**src/rtl/ucsbece154b_mem_burst_reader.sv**
```systemverilog
// Cache-line fill reader: fetches BLOCK_WORDS words critical-word-first from a
// combinational memory port and pushes them into a FIFO with SDRAM-like timing.
module ucsbece154b_mem_burst_reader #(
    parameter int DATA_WIDTH    = 32,
    parameter int ADDR_WIDTH    = 32,
    parameter int BLOCK_WORDS   = 4,
    parameter int FIRST_LATENCY = 10,
    parameter int NEXT_LATENCY  = 2
) (
    input  logic                  clk_i,
    input  logic                  rst_i,
    input  logic [ADDR_WIDTH-1:0] req_addr_i,
    input  logic                  req_valid_i,
    output logic                  req_ready_o,
    output logic [ADDR_WIDTH-1:0] mem_addr_o,
    input  logic [DATA_WIDTH-1:0] mem_data_i,
    output logic [DATA_WIDTH-1:0] fifo_data_o,
    output logic                  fifo_push_o,
    input  logic                  fifo_full_i,
    output logic                  busy_o,
    output logic                  done_o
);

    localparam int OFFW  = $clog2(BLOCK_WORDS);
    localparam int MAXFN = (FIRST_LATENCY > NEXT_LATENCY) ? FIRST_LATENCY : NEXT_LATENCY;
    localparam int MAXV  = (MAXFN > BLOCK_WORDS) ? MAXFN : BLOCK_WORDS;
    localparam int CNT_W = $clog2(MAXV + 1);

    localparam logic [CNT_W-1:0] ONE        = CNT_W'(1);
    localparam logic [CNT_W-1:0] FIRST_LOAD = CNT_W'(FIRST_LATENCY - 1);
    localparam logic [CNT_W-1:0] GAP_LOAD   = CNT_W'((NEXT_LATENCY >= 2) ? NEXT_LATENCY - 2 : 0);
    localparam logic [CNT_W-1:0] LAST_BEAT  = CNT_W'(BLOCK_WORDS - 1);
    localparam logic [OFFW-1:0]  OFF_ONE    = OFFW'(1);

    typedef enum logic [1:0] {IDLE, WAIT, PUSH, GAP} state_t;

    state_t                       state_q, state_d;
    logic [ADDR_WIDTH-1:OFFW+2]   base_q, base_d;
    logic [OFFW-1:0]              offset_q, offset_d;
    logic [CNT_W-1:0]             beat_q, beat_d;
    logic [CNT_W-1:0]             wait_q, wait_d;
    logic [ADDR_WIDTH-1:0]        last_addr_q;
    logic [ADDR_WIDTH-1:0]        cur_addr;
    logic                         unused_addr_bits;

    // Byte-lane bits never reach the memory port.
    assign unused_addr_bits = ^req_addr_i[1:0];

    assign cur_addr    = {base_q, offset_q, 2'b00};
    assign mem_addr_o  = (state_q == PUSH) ? cur_addr : last_addr_q;
    assign fifo_data_o = mem_data_i;

    always_ff @(posedge clk_i) begin
        if (rst_i) begin
            state_q     <= IDLE;
            base_q      <= '0;
            offset_q    <= '0;
            beat_q      <= '0;
            wait_q      <= '0;
            last_addr_q <= '0;
        end else begin
            state_q  <= state_d;
            base_q   <= base_d;
            offset_q <= offset_d;
            beat_q   <= beat_d;
            wait_q   <= wait_d;
            if (state_q == PUSH) begin
                last_addr_q <= cur_addr;
            end
        end
    end

    always_comb begin
        state_d     = state_q;
        base_d      = base_q;
        offset_d    = offset_q;
        beat_d      = beat_q;
        wait_d      = wait_q;
        req_ready_o = 1'b0;
        busy_o      = 1'b0;
        fifo_push_o = 1'b0;
        done_o      = 1'b0;

        case (state_q)
            IDLE: begin
                req_ready_o = 1'b1;
                if (req_valid_i) begin
                    base_d   = req_addr_i[ADDR_WIDTH-1:OFFW+2];
                    offset_d = req_addr_i[OFFW+1:2];
                    beat_d   = '0;
                    wait_d   = FIRST_LOAD;
                    state_d  = (FIRST_LATENCY == 1) ? PUSH : WAIT;
                end
            end
            // Leaves on the count reaching 1 so the first push lands FIRST_LATENCY
            // cycles after the handshake.
            WAIT: begin
                busy_o = 1'b1;
                wait_d = wait_q - ONE;
                if (wait_q <= ONE) begin
                    state_d = PUSH;
                end
            end
            PUSH: begin
                busy_o = 1'b1;
                if (!fifo_full_i) begin
                    fifo_push_o = 1'b1;
                    offset_d    = offset_q + OFF_ONE;
                    beat_d      = beat_q + ONE;
                    if (beat_q == LAST_BEAT) begin
                        done_o  = 1'b1;
                        state_d = IDLE;
                    end else if (NEXT_LATENCY != 1) begin
                        wait_d  = GAP_LOAD;
                        state_d = GAP;
                    end
                end
            end
            GAP: begin
                busy_o = 1'b1;
                wait_d = wait_q - ONE;
                if (wait_q == '0) begin
                    state_d = PUSH;
                end
            end
            default: state_d = IDLE;
        endcase
    end

endmodule
```
**config.mk**
```make
export PLATFORM = sky130hd
export DESIGN_NAME = ucsbece154b_mem_burst_reader
export DESIGN_NICKNAME = d
export VERILOG_FILES = /design/src/rtl/ucsbece154b_mem_burst_reader.sv
export SDC_FILE = /design/constraint.sdc
export NUM_CORES = 1
export LEC_CHECK = 0
export CAP_MARGIN = 0
export CORE_MARGIN = 1
export CORE_UTILIZATION = 47
export CTS_BUF_LIST = sky130_fd_sc_hd__clkbuf_4
export CTS_CLUSTER_SIZE = 30
export DETAILED_ROUTE_END_ITERATION = 10
export PLACE_DENSITY = 0.87
export SYNTH_ARGS = -nofsm -noshare
export SYNTH_HDL_FRONTEND = slang
export SYNTH_SLANG_ARGS = --single-unit
```
**constraint.sdc**
```tcl
create_clock -name clk_i -period 2.9 [get_ports clk_i]
set_clock_uncertainty 0.1 [all_clocks]
set_input_delay 0.58 -clock clk_i [delete_from_list [all_inputs] [get_ports clk_i]]
set_output_delay 0.58 -clock clk_i [all_outputs]
set_load 0.01 [all_outputs]
```
==> impl_metrics.ini <==
[synthesis]
yosysSeqAreaShare = 0.451
ys_types = 34
synth.top_cells.by_area = dfxtp_1, mux2_4, buf_4
yosysWarnings = 0
syn-instance-count = 336
async_reset_ff_frac = 0
post-synth-top-count-cell = dfxtp_1
synth_top_area_cell = dfxtp_1
synthTopCellsByCount = dfxtp_1, nand2_1, a21oi_1, nor2b_1, buf_4
synth_edf_count = 0
synth_top_area_share = 0.451
postSynthAreaPerCell_um2 = 9.52
synth_fp_nets = 408
netlist_area_mm2 = 0.00320
ys_ff_latch = 72
synthFlopType = dfxtp_1

[timing]
fin_tns_setup_ps = 0
hold_viol = 0
setup_viol = 0
fmax_ghz = 0.365
period_needed_ps = 2740
finalCritPeriodShare = 0.944
rsz0062_at_grt = false
holdWs_ps = 360
maxSlewHeadroom = 0.597
drv_slew = 0
tightest_slew_ps = 604

[setup_path]
crit_fanout = 22
critPathKind = flop to output port
cp.required_ps = 2220
cp-end-kind = output port
critPathLaunchType = flop
arrival_ps = 2060

[global_route]
gr-total-overflow = 0
grt_pass1_vias = 2338
grt_usage = 0.180
grt_pass1_wl_mm = 10.5
grt_max_degree = 40
antenna_found_initial = 0

[final_layout]
utilization = 0.602
fin_nets = 445
drive_gt1_frac = 0.159
regArea_mm2 = 0.00144
multi_input_area_mm2 = 0.00138
nFillCells = 578
antennaDiodeCount = 0
fin_cells = 455
syn2layout_area_growth_pct = 21.6

[floorplan]
rows = 29
die_height_um = 84.5
coreArea_mm2 = 0.00646
ioPinCount = 136
initial_utilization = 0.495
dieWidth_um = 84.5
die-area_mm2 = 0.00714

[pwr]
leakage_uw = 0.00158
combPwrFrac = 0.216
p_clk_frac = 0.325
internal-power_uw = 1760
p_switching_uw = 641
p_per_area_mw_per_mm2 = 617
vdd_drop_max_v = 0.000323
swShare = 0.267
power_frac_seq = 0.459
p_total_uw = 2400

[detailed_routing]
vias = 2301
routed_wirelength_mm = 6.18
first_iter_violations = 66
vias_per_cell = 5.06
remaining_drc_errors = 6
ant_nets = 0
drtPass1Iterations = 7
wl_per_cell_um = 13.6

[clock_network]
cts_resized = 0
clock_sinks = 72
cts_max_path_buffers = 2
clock_latency_ps = 390
cts_tree = built
h-tree-depth = 3
cts-root-buf = clkbuf_4
clk_transition_reported_paths_ps = 100
post-cts-setup-buffers = 0
numCtsBuffers = 9
ctsHoldBuffers = 0

[place]
dp.final_hpwl_mm = 4.20
placed_cells = 439
gp_congestion = 0.836
portBuffers = 69

[job]
cap_violations = 0

[outcome]
failed_checks = design-rule violations
outcome = finished with violations

[worst_hold_path]
hp-class = flop to flop
## cell families (layout without fill, tap and decap cells)
kind of cell | count (synthesis) | in the layout | share of synthesized area
AND/OR/NAND/NOR | 120 | 120 | 0.189
XOR/XNOR | 2 | 2 | 0.00548
buffers and inverters | 57 | 99 | 0.118
AO/OA/AOI/OAI | 51 | 51 | 0.0907
multiplexers | 30 | 30 | 0.131
flip-flops | 72 | 72 | 0.451
adder cells (fa/ha/maj) | 4 | 4 | 0.0156
## layer usage
layer	part of all wire	routed length (um)	GRT usage	vias up
met1	0.44	2710	0.213	1075
met2	0.49	3060	0.314	58
li1	-	-	-	1152
met5	0	0	0	-
met3	0.050	309	0.0393	16
met4	0.017	103	0.0817	0
## power groups by stage
| stage | combinational (uW) | clock (uW) | sequential, uW |
|---|---|---|---|
| final | 518 | 780 | 1100 |
| after global routing | 568 | 862 | 1110 |
| after CTS | 525 | 803 | 1100 |
| after detailed placement | 521 | 0 | 1130 |
| after global placement | 511 | 0 | 1120 |
| after floorplan | 390 | 0 | 1120 |
## critical path, stage by stage (launching register included)
cell             delay (ps)
dfxtp_1                 340
nand2b_2                120
buf_4                   350
mux2_2                  390
clkdlybuf4s50_1         480
## stage by stage
stage | worst slack [ps] | instance area [um^2]
after floorplan | 1050 | 3200
after global placement | 362 | 3710
after detailed placement | 364 | 3710
after CTS | 82.1 | 3890
after global routing | 22.4 | 3890
final | 161 | 3890
## state kept, by name, indices dropped and copies added, names as in the netlist
signal	flops
base_q	28
beat_q	4
last_addr_q	32
offset_q	2
state_q	2
wait_q	4
## area by class of cell
type | count | area share
Timing Repair Buffer | 78 | 0.197
Clock inverter | 6 | 0.0277
Sequential cell | 72 | 0.370
Tap cell | 77 | 0.0248
Inverter | 5 | 0.00482
Clock buffer | 10 | 0.0193
Multi-Input combinational cell | 207 | 0.356
## placed cells by master (no fill, tap or decap), drive strengths merged
cell type | synthesis | routed
nand2b | 2 | 2
inv | 5 | 5
a21oi | 35 | 35
clkinv | 0 | 3
nand4 | 1 | 1
nand2 | 58 | 58
buf | 42 | 10
a221oi | 2 | 2
clkbuf | 10 | 10
nor3 | 6 | 6
and2 | 2 | 2
a31oi | 3 | 3
ha | 4 | 4
nor3b | 2 | 2
a2111oi | 2 | 2
o21ai | 6 | 6
clkdlybuf4s50 | 0 | 67
mux2 | 30 | 30
bufinv | 0 | 3
nand3b | 1 | 1
or3b | 1 | 1
a2bb2oi | 1 | 1
nor4bb | 1 | 1
dlymetal6s2s | 0 | 1
nor2b | 35 | 35
nand3 | 1 | 1
nor2 | 9 | 9
a22oi | 1 | 1
or3 | 1 | 1
xor2 | 2 | 2
o31ai | 1 | 1
dfxtp | 72 | 72
## worst paths after layout
kind                                   to  slack (ps)                     from  cells after the start
setup / recovery           mem_addr_o[11]         160  state_q[0]$_SDFFE_PP0P_                      4
hold / removal    base_q[16]$_SDFFE_PP0P_         360  base_q[16]$_SDFFE_PP0P_                      2
setup reg to reg   wait_q[2]$_SDFFE_PP0P_        1170   beat_q[0]$_SDFFE_PP0P_                      5
hold reg to reg   base_q[16]$_SDFFE_PP0P_         360  base_q[16]$_SDFFE_PP0P_                      2
(Power assumes the default switching activity.)
